$ cat src/rtl/ram_arb_pkg.sv
// Shared types for the RAM arbiter client-2 requester: widths, command record, FSM states.
package ram_arb_pkg;

    localparam int RAM_ADDR_W = 4;
    localparam int RAM_DATA_W = 8;

    typedef struct packed {
        logic                  rd_not_write;
        logic [RAM_ADDR_W-1:0] addr;
        logic [RAM_DATA_W-1:0] wdata;
    } cmd_t;

    typedef enum logic [1:0] {
        WAIT_INIT = 2'd0,
        IDLE      = 2'd1,
        REQ       = 2'd2,
        RSP       = 2'd3
    } state_t;

endpackage

$ cat src/rtl/c2_cmd_fifo.sv
// Synchronous command FIFO; DEPTH must be a power of two so the pointers wrap naturally.
module c2_cmd_fifo #(
    parameter int WIDTH = 13,
    parameter int DEPTH = 4
) (
    input  logic                     clk,
    input  logic                     rst_n,
    input  logic                     push,
    input  logic [WIDTH-1:0]         push_data,
    input  logic                     pop,
    output logic [WIDTH-1:0]         pop_data,
    output logic                     full,
    output logic                     empty,
    output logic [$clog2(DEPTH):0]   count
);

    localparam int PTR_W = $clog2(DEPTH);
    localparam logic [PTR_W:0] CNT_ONE = (PTR_W+1)'(1);
    localparam logic [PTR_W:0] CNT_FULL = (PTR_W+1)'(DEPTH);

    logic [WIDTH-1:0] mem [DEPTH];
    logic [PTR_W-1:0] wr_ptr;
    logic [PTR_W-1:0] rd_ptr;
    logic             do_push;
    logic             do_pop;

    assign full     = (count == CNT_FULL);
    assign empty    = (count == '0);
    assign do_push  = push & ~full;
    assign do_pop   = pop & ~empty;
    assign pop_data = mem[rd_ptr];

    always_ff @(posedge clk) begin
        if (!rst_n) begin
            wr_ptr <= '0;
            rd_ptr <= '0;
            count  <= '0;
        end else begin
            if (do_push) wr_ptr <= wr_ptr + 1'b1;
            if (do_pop)  rd_ptr <= rd_ptr + 1'b1;
            if (do_push && !do_pop)      count <= count + CNT_ONE;
            else if (do_pop && !do_push) count <= count - CNT_ONE;
        end
    end

    // Storage carries data only, so it is left out of reset.
    always_ff @(posedge clk) begin
        if (do_push) mem[wr_ptr] <= push_data;
    end

endmodule

$ cat src/rtl/ram_c2_requester.sv
// Client-2 master for the RAM arbiter: queues commands, runs one REQUEST_C2/ACK_C2
// transaction per command with a timeout, and returns one response per command.
module ram_c2_requester
    import ram_arb_pkg::*;
#(
    parameter int ADDR_W         = RAM_ADDR_W,
    parameter int DATA_W         = RAM_DATA_W,
    parameter int FIFO_DEPTH     = 4,
    parameter int TIMEOUT_CYCLES = 64
) (
    input  logic              CLOCK,
    input  logic              RST_N,
    input  logic              RST_DONE,
    input  logic              CMD_VALID,
    output logic              CMD_READY,
    input  logic              CMD_RD_NOT_WRITE,
    input  logic [ADDR_W-1:0] CMD_ADDR,
    input  logic [DATA_W-1:0] CMD_WDATA,
    output logic              RSP_VALID,
    input  logic              RSP_READY,
    output logic              RSP_IS_READ,
    output logic [DATA_W-1:0] RSP_RDATA,
    output logic              RSP_ERROR,
    output logic              REQUEST_C2,
    output logic              RD_NOT_WRITE_C2,
    output logic [ADDR_W-1:0] ADDR_C2,
    output logic [DATA_W-1:0] DATAIN_C2,
    input  logic [DATA_W-1:0] DATAOUT_C2,
    input  logic              ACK_C2,
    output logic              BUSY
);

    localparam int CMD_W = 1 + ADDR_W + DATA_W;
    localparam int CNT_W = $clog2(FIFO_DEPTH) + 1;
    localparam int TMR_W = $clog2(TIMEOUT_CYCLES);
    localparam logic [TMR_W-1:0] TMR_LAST = TMR_W'(TIMEOUT_CYCLES - 1);
    localparam logic [TMR_W-1:0] TMR_MAX  = '1;
    localparam logic [CNT_W-1:0] CNT_FULL = CNT_W'(FIFO_DEPTH);
    localparam logic [CNT_W-1:0] CNT_ONE  = CNT_W'(1);

    state_t            state;
    logic [TMR_W-1:0]  timer;
    logic              push;
    logic              pop;
    logic              fifo_full;
    logic              fifo_empty;
    logic [CNT_W-1:0]  fifo_count;
    logic [CNT_W-1:0]  count_next;
    logic [CMD_W-1:0]  head;
    logic              head_rd;
    logic [ADDR_W-1:0] head_addr;
    logic [DATA_W-1:0] head_wdata;

    assign push = CMD_VALID & CMD_READY & ~fifo_full;
    assign pop  = (state == IDLE) & RST_DONE & ~fifo_empty;
    assign {head_rd, head_addr, head_wdata} = head;

    c2_cmd_fifo #(
        .WIDTH (CMD_W),
        .DEPTH (FIFO_DEPTH)
    ) u_fifo (
        .clk       (CLOCK),
        .rst_n     (RST_N),
        .push      (push),
        .push_data ({CMD_RD_NOT_WRITE, CMD_ADDR, CMD_WDATA}),
        .pop       (pop),
        .pop_data  (head),
        .full      (fifo_full),
        .empty     (fifo_empty),
        .count     (fifo_count)
    );

    // CMD_READY is registered, so it is derived from the occupancy after this edge.
    always_comb begin
        count_next = fifo_count;
        if (push && !pop)      count_next = fifo_count + CNT_ONE;
        else if (pop && !push) count_next = fifo_count - CNT_ONE;
    end

    always_ff @(posedge CLOCK) begin
        if (!RST_N) begin
            state           <= WAIT_INIT;
            timer           <= '0;
            CMD_READY       <= 1'b0;
            REQUEST_C2      <= 1'b0;
            RD_NOT_WRITE_C2 <= 1'b0;
            ADDR_C2         <= '0;
            DATAIN_C2       <= '0;
            RSP_VALID       <= 1'b0;
            RSP_IS_READ     <= 1'b0;
            RSP_RDATA       <= '0;
            RSP_ERROR       <= 1'b0;
        end else begin
            CMD_READY <= (count_next != CNT_FULL);
            case (state)
                WAIT_INIT: begin
                    if (RST_DONE) state <= IDLE;
                end
                IDLE: begin
                    if (!RST_DONE) begin
                        state <= WAIT_INIT;
                    end else if (!fifo_empty) begin
                        REQUEST_C2      <= 1'b1;
                        RD_NOT_WRITE_C2 <= head_rd;
                        ADDR_C2         <= head_addr;
                        DATAIN_C2       <= head_rd ? '0 : head_wdata;
                        timer           <= '0;
                        state           <= REQ;
                    end
                end
                REQ: begin
                    // ACK is checked first so a grant on the timeout edge still completes.
                    if (ACK_C2) begin
                        REQUEST_C2  <= 1'b0;
                        RSP_VALID   <= 1'b1;
                        RSP_IS_READ <= RD_NOT_WRITE_C2;
                        RSP_RDATA   <= RD_NOT_WRITE_C2 ? DATAOUT_C2 : '0;
                        RSP_ERROR   <= 1'b0;
                        state       <= RSP;
                    end else if (timer == TMR_LAST) begin
                        REQUEST_C2  <= 1'b0;
                        RSP_VALID   <= 1'b1;
                        RSP_IS_READ <= RD_NOT_WRITE_C2;
                        RSP_RDATA   <= '0;
                        RSP_ERROR   <= 1'b1;
                        state       <= RSP;
                    end else if (timer != TMR_MAX) begin
                        timer <= timer + 1'b1;
                    end
                end
                RSP: begin
                    if (RSP_READY) begin
                        RSP_VALID <= 1'b0;
                        state     <= IDLE;
                    end
                end
                default: state <= WAIT_INIT;
            endcase
        end
    end

    assign BUSY = ~fifo_empty | (state == REQ) | (state == RSP);

endmodule

$ cat config.mk
export PLATFORM = sky130hd
export DESIGN_NAME = ram_c2_requester
export DESIGN_NICKNAME = d
export VERILOG_FILES = /design/src/rtl/ram_arb_pkg.sv /design/src/rtl/c2_cmd_fifo.sv /design/src/rtl/ram_c2_requester.sv
export SDC_FILE = /design/constraint.sdc
export NUM_CORES = 1
export LEC_CHECK = 0
export ABC_AREA = 1
export BUFFER_PORTS_ARGS = -buffer_cell sky130_fd_sc_hd__buf_4
export CAP_MARGIN = 5
export CORE_UTILIZATION = 61
export CTS_CLUSTER_SIZE = 10
export DETAILED_ROUTE_END_ITERATION = 7
export GPL_ROUTABILITY_DRIVEN = 1
export PLACE_DENSITY = 0.93
export SYNTH_ARGS = -nofsm -noshare
export SYNTH_HDL_FRONTEND = slang
export SYNTH_SLANG_ARGS = --single-unit
$ cat constraint.sdc
create_clock -name CLOCK -period 2.9 [get_ports CLOCK]
set_input_delay 0.29 -clock CLOCK [delete_from_list [all_inputs] [get_ports CLOCK]]
set_output_delay 0.29 -clock CLOCK [all_outputs]
set_load 0.05 [all_outputs]
==> results of run 1 <==
per-stage QoR:
step	setup slack, ns	std cells	util	hold WS (ns)
after floorplan	0.9424	420	-	0.3889
after global placement	1.155	540	0.7034	0.4317
after detailed placement	1.008	540	0.7034	0.4462
after CTS	0.9826	556	0.7373	0.1170
after global routing	0.7876	556	0.7373	0.1142
final	0.9766	556	0.7373	0.1241
worst max path at each step:
stage                     slack (ns)                to  cells past startpoint
after floorplan                 0.94  u_fifo.mem[0][0]                      5
after global placement          1.15   u_fifo.count[2]                      9
after detailed placement        1.01   u_fifo.count[2]                      8
after CTS                       0.98              BUSY                      5
after global routing            0.79   u_fifo.count[2]                      9
final                           0.98              BUSY                      5
final cells by class:
cell class	instances	area [µm²]	share of cell area
Inverter	41	153.9	0.03287
Tap cell	77	96.34	0.02058
Sequential cell	95	2422	0.5174
Clock inverter	7	91.34	0.01951
Timing Repair Buffer	58	435.4	0.09300
Multi-Input combinational cell	269	1359	0.2902
Clock buffer	9	123.9	0.02646
metal layers:
layer / up-vias / wire [µm] / global-route usage / part of all wire
met2: 108 / 4586 / 0.4717 / 0.53
met5: - / 0 / 0 / 0
met1: 1452 / 3375 / 0.3100 / 0.39
li1: 1497 / - / - / -
met3: 25 / 433 / 0.03976 / 0.050
met4: 0 / 233 / 0.1442 / 0.027
logic make-up (layout without fill, tap and decap cells):
| family | after synthesis | count (layout) |
|---|---|---|
| XOR/XNOR | 5 | 5 |
| buffers and inverters | 56 | 115 |
| AND/OR/NAND/NOR | 165 | 165 |
| adder cells (fa/ha/maj) | 13 | 13 |
| AO/OA/AOI/OAI | 86 | 86 |
| flip-flops | 95 | 95 |
registers in the layout (all words and copies together), names as in the netlist, 3 cells and up, named ones only:
signal        cells
u_fifo.mem       52
timer             6
ADDR_C2           4
RSP_RDATA         8
DATAIN_C2         8
u_fifo.count      3
cell usage in the layout (no fill, tap or decap), drive strengths merged:
| master | n |
|---|---|
| xnor2 | 2 |
| ha | 13 |
| nor3 | 1 |
| bufinv | 1 |
| o21ai | 44 |
| a211oi | 1 |
| o22ai | 4 |
| clkinvlp | 1 |
| nand2 | 64 |
| a31oi | 1 |
| nor2 | 77 |
| inv | 43 |
| xor2 | 3 |
| a21boi | 1 |
| clkbuf | 9 |
| a21oi | 33 |
| clkinv | 3 |
| edfxtp | 52 |
| dfxtp | 43 |
| nand3 | 22 |
| o21bai | 2 |
| nand3b | 1 |
| buf | 58 |
power by group:
| group | internal [W] | leakage, nW | switching [W] |
|---|---|---|---|
| Sequential | 0.00157 | 0.820 | 0.0000927 |
| Combinational | 0.000415 | 0.976 | 0.000878 |
| Clock | 0.000418 | 0.105 | 0.000499 |
| Total | 0.00240 | 1.90 | 0.00147 |
==> out/metrics.cfg, run 1 <==
[outcome]
status = finished, final reports clean

[yosys]
synth_fa_ha_area_frac = 0.04032
yosysMostFrequentCell = nor2_1
ys_ff_latch = 95
syn_nets = 460
yosysTopAreaCell = edfxtp_1
synth_top_family_by_area = simple AND/OR/NAND/NOR gates
synth-main-ff-cell = edfxtp_1
avgSynthCellArea_um2 = 9.604
synth_simple_gate_area_frac = 0.1740
synth_commonest_cells = nor2_1 (75), nand2_1 (57), edfxtp_1 (52), dfxtp_1 (43), o21ai_0 (40)
ys_seq_area_frac = 0.6005
postSynthCellCount = 420
ys_async_sr_fraction = 0
ys_types = 32
mappedNetlistArea_um2 = 4034
synthTopCellsByArea = edfxtp_1 (39%), dfxtp_1 (21%), nor2_1 (7.0%)
synth_mux_area_frac = 0
synth_edf_count = 52
synth-compound-area-share = 0.1117
yosysWarnings = 0
synth_xor_area_frac = 0.01086
synth.top_cell.area_share = 0.3871

[worst_setup_path]
slowest_delay_ns = 0.36
path_buf_inv = 3
cp.arrival_ns = 1.63
crit_path_cell_trace = inv_1 -> ha_1 -> inv_2 -> nand3_1 -> buf_4
cp-startpoint = state[0]
path_delay_family = buffers and inverters
reg2reg_slack_ns = 0.99
slowest_stage = ha_1
reg2reg_depth = 8
r2r-end = u_fifo.count[2]
endpoint_kind = output pin
critPathRequiredTime_ns = 2.61
path_max_fanout = 9
r2r-start = u_fifo.count[0]
worst_setup_path_start_kind = flop
crit_type = flop to output pin

[sta]
slew_headroom = 0.6506
slew_viol_final = 0
tightest_slew_ns = 0.5234
finalHoldViolCount = 0
rsz0062_at_grt = false
post-route-min-period_ns = 1.923
fin_crit_sh = 0.6632
finalSetupViolCount = 0
clock_skew_ns = 0.01367
fmax_ghz = 0.5199
fin_tns_setup_ns = 0

[grt]
grt_pass1_vias = 3028
grt_util_all_layers = 0.2662
grt_max_degree = 29
grt_overflow_total = 0
grt_pass1_wl_um = 14370
antenna_found_initial = 0

[clock_network]
clk_path_buf_depth = 2
path_clk_slew_ns = 0.10
cts_resized = 0
cts_buffers = 9
htree_levels = 3
cts_tree = done
cts_hold_buf = 0
insertion_delay_ns = 0.36
cts.sinks = 95
post_cts_buffers = 0
root_buffer = clkbuf_8

[drt]
drc = 0
initialDrtViolationCount = 237
viasPerCell = 5.543
wl_um = 8629
postRouteAntennaNets = 0
wl_per_cell_um = 15.52
firstDrtPassIters = 6
dr_total_vias = 3082

[place]
dpl_cell_area_um2 = 4467
routabilityCongestion = 0.7938
dp_hpwl_um = 5701
numPortBuffers = 53

[pwr]
p_per_area_nw_per_um2 = 827.3
total_power_w = 0.003873
ir_drop_v = 0.0007509
p_leak_nw = 1.901

[floorplanning]
coreArea_um2 = 6350
die_w_um = 83.32
initial_utilization = 0.6353
die_h_um = 83.32
ioPinCount = 54
die_area_um2 = 6942
row_count = 29

[min_path]
worstHoldEndpoint = u_fifo.mem[0][6]
whs_path_depth = 1
min-delay-start = CMD_WDATA[6]
hold_class = primary input to flop

[layout]
final_cell_area_um2 = 4682
diodes = 0
drive_above_1_share = 0.1900
area_growth_pct = 16.07
nNetsFinal = 514
fillers = 438

[flow_run]
maxCapViolCount = 0

No activity file was read; power rests on OpenSTA's default activity.
==> inputs of run 2 (changes only) <==
- CORE_UTILIZATION: 61 -> 57
- PLACE_DENSITY: 0.93 -> 0.88
- clock period: 2.9 -> 2 ns (I/O delays scaled with it)
==> run 2 against run 1 <==
  * Largest power group unchanged
  * Register-to-register slack worse by 0.84 ns
  * Core utilization is 4.8 points lower
  * Power is 42% higher
  * Design area is 0.56% higher
  * First-iteration DRC count is 14% lower
  * Via count is 2.1% lower
  * Clock power is 32% higher
  * Combinational power is 46% higher
  * Critical path depth is 3 higher
  * Sequential cell count stayed put
  * Die area is 6.8% higher
==> out/metrics.cfg, run 2 (synthesized netlist as in run 1, its figures left out) <==
[grt]
antenna_found_initial = 0  ; unchanged
grt_pass1_wl_um = 12950  ; -9.9%
grt_max_degree = 29  ; unchanged
grt_util_all_layers = 0.2311  ; -0.03509
grt_pass1_vias = 2970  ; -1.9%
grt_overflow_total = 0  ; unchanged

[floorplanning]
initial_utilization = 0.5905  ; -0.04479
die_area_um2 = 7418  ; +6.8%
coreArea_um2 = 6832  ; +7.6%
ioPinCount = 54  ; unchanged
die_w_um = 86.13  ; +3.4%
row_count = 30  ; +3.4%
die_h_um = 86.13  ; +3.4%

[drt]
wl_um = 7881  ; -8.7%
firstDrtPassIters = 5  ; -1
viasPerCell = 5.227  ; -5.7%
wl_per_cell_um = 13.66  ; -12%
postRouteAntennaNets = 0  ; unchanged
dr_total_vias = 3016  ; -2.1%
drc = 0  ; unchanged
initialDrtViolationCount = 204  ; -14%

[clock_network]
path_clk_slew_ns = 0.10  ; about the same
cts.sinks = 95  ; unchanged
htree_levels = 3  ; unchanged
cts_hold_buf = 0  ; unchanged
insertion_delay_ns = 0.36  ; about the same
root_buffer = clkbuf_8
cts_tree = done
clk_path_buf_depth = 2  ; unchanged
cts_buffers = 9  ; unchanged

[layout]
top_register = u_fifo.mem
final_cell_mix = nor2_1 (75), buf_4 (60), nand2_1 (57)
drive_above_1_share = 0.1975  ; +0.007526
top_regs = u_fifo.mem: 52 flops, DATAIN_C2: 8 flops, RSP_RDATA: 8 flops
final_common_cell = nor2_1
nNetsFinal = 516  ; +0.39%
fillers = 519  ; +18%
diodes = 0  ; unchanged
area_growth_pct = 16.72
largest_register_ffs = 52  ; unchanged
regArea_um2 = 2424  ; about the same
final_cell_area_um2 = 4708  ; +0.56%
multi_input_area_um2 = 1364  ; +0.37%

[worst_setup_path]
worst_setup_path_start_kind = flop
critPathRequiredTime_ns = 2.25  ; -0.36 ns
path_max_fanout = 17  ; +8
crit_type = flop to flop
cp.arrival_ns = 2.11  ; +0.48 ns
endpoint_kind = flop

[sta]
rsz0062_at_grt = false
fin_tns_setup_ns = 0  ; unchanged
finalSetupViolCount = 0  ; unchanged
fin_crit_sh = 0.9262
finalHoldViolCount = 0  ; unchanged
slew_headroom = 0.6488  ; -0.001733
post-route-min-period_ns = 1.852
tightest_slew_ns = 0.5248  ; +0.001424 ns
slew_viol_final = 0  ; unchanged
clock_skew_ns = 0.01435  ; +0.0006855 ns
fmax_ghz = 0.5398

[pwr]
p_leak_nw = 1.905  ; +0.18%
ir_drop_v = 0.0006244  ; -17%
clockPowerShare = 0.219  ; -0.018
p_sw_w = 0.002125  ; +45%
p_int_w = 0.003374  ; +40%
p_comb_frac = 0.342  ; +0.008
p_per_area_nw_per_um2 = 1168  ; +41%
switching_share = 0.3865  ; +0.006948
seqPwrFrac = 0.439  ; +0.010

[place]
numPortBuffers = 53  ; unchanged
routabilityCongestion = 0.7916  ; -0.28%
dpl_cell_area_um2 = 4506  ; +0.87%
dp_hpwl_um = 5229  ; -8.3%

[min_path]
hold_class = primary input to flop

[outcome]
status = finished, final reports clean

[flow_run]
maxCapViolCount = 0  ; unchanged

## run 2: changes by cell type in the layout (fill, tap and decap cells not counted)
cell,change
dfxtp_2,+1
bufinv_16,-1
nand3_1,-1
dfxtp_1,-1
inv_8,+1
nand3_2,+1
buf_4,+2
## run 2: critical path, stage by stage (launching register included)
cell and delay, ns:
dfxtp_1 0.34, inv_1 0.10, ha_1 0.24, nand2_1 0.10
inv_1 0.11, nand2_4 0.15, ha_1 0.40, o21ai_0 0.24
inv_1 0.07
## run 2: per-layer routing
metal,global-route usage,wire length (µm),vias up
met5,0,0,-
met4,0.1288,95,0
met3,0.05390,361,9
met2,0.3997,4135,89
met1,0.2640,3288,1412
li1,-,-,1506
## run 2: final cells by class
| type | count | area share |
|---|---|---|
| flip-flops and latches | 95 | 0.5147 |
| multi-input cells | 269 | 0.2897 |
| repair buffers | 60 | 0.09567 |
| inverters | 41 | 0.03269 |
| clock buffers | 9 | 0.02631 |
| well taps | 96 | 0.02551 |
| clock inverters | 7 | 0.01541 |
## run 2: what timing repair did
item                                    in CTS  in global routing
buffers inserted                             0                  0
gates resized for setup                      0                  2
endpoints found under the setup margin       0                  3
## run 2: path summary, 6_finish.rpt
path | cells after the start | slack [ns] | from | to
min | 1 | 0.04 | CMD_WDATA[4] | u_fifo.mem[3][4]
max reg2reg | 8 | 0.15 | state[1] | u_fifo.count[2]
max | 8 | 0.15 | state[1] | u_fifo.count[2]
min reg2reg | 2 | 0.46 | RSP_VALID | RSP_VALID
## run 2: stage by stage
step	utilization	instances	worst slack [ns]	hold slack, ns	power, W
after global placement	0.6595	561	0.1985	0.3990	0.004237
final	0.6892	577	0.1476	0.03673	0.005499
after CTS	0.6883	577	0.01625	0.02515	0.005500
after floorplan	-	420	0.04242	0.2989	0.003867
after global routing	0.6892	577	0.001126	0.01366	0.005829
after detailed placement	0.6595	561	0.06768	0.4027	0.004307
## run 2: power groups by stage
stage               Combinational (W)  Clock [W]  Sequential (W)
floorplan                     0.00125          0         0.00262
global placement              0.00180          0         0.00244
detailed placement            0.00185          0         0.00245
CTS                           0.00187    0.00122         0.00241
global route                  0.00208    0.00131         0.00244
finish                        0.00188    0.00121         0.00241
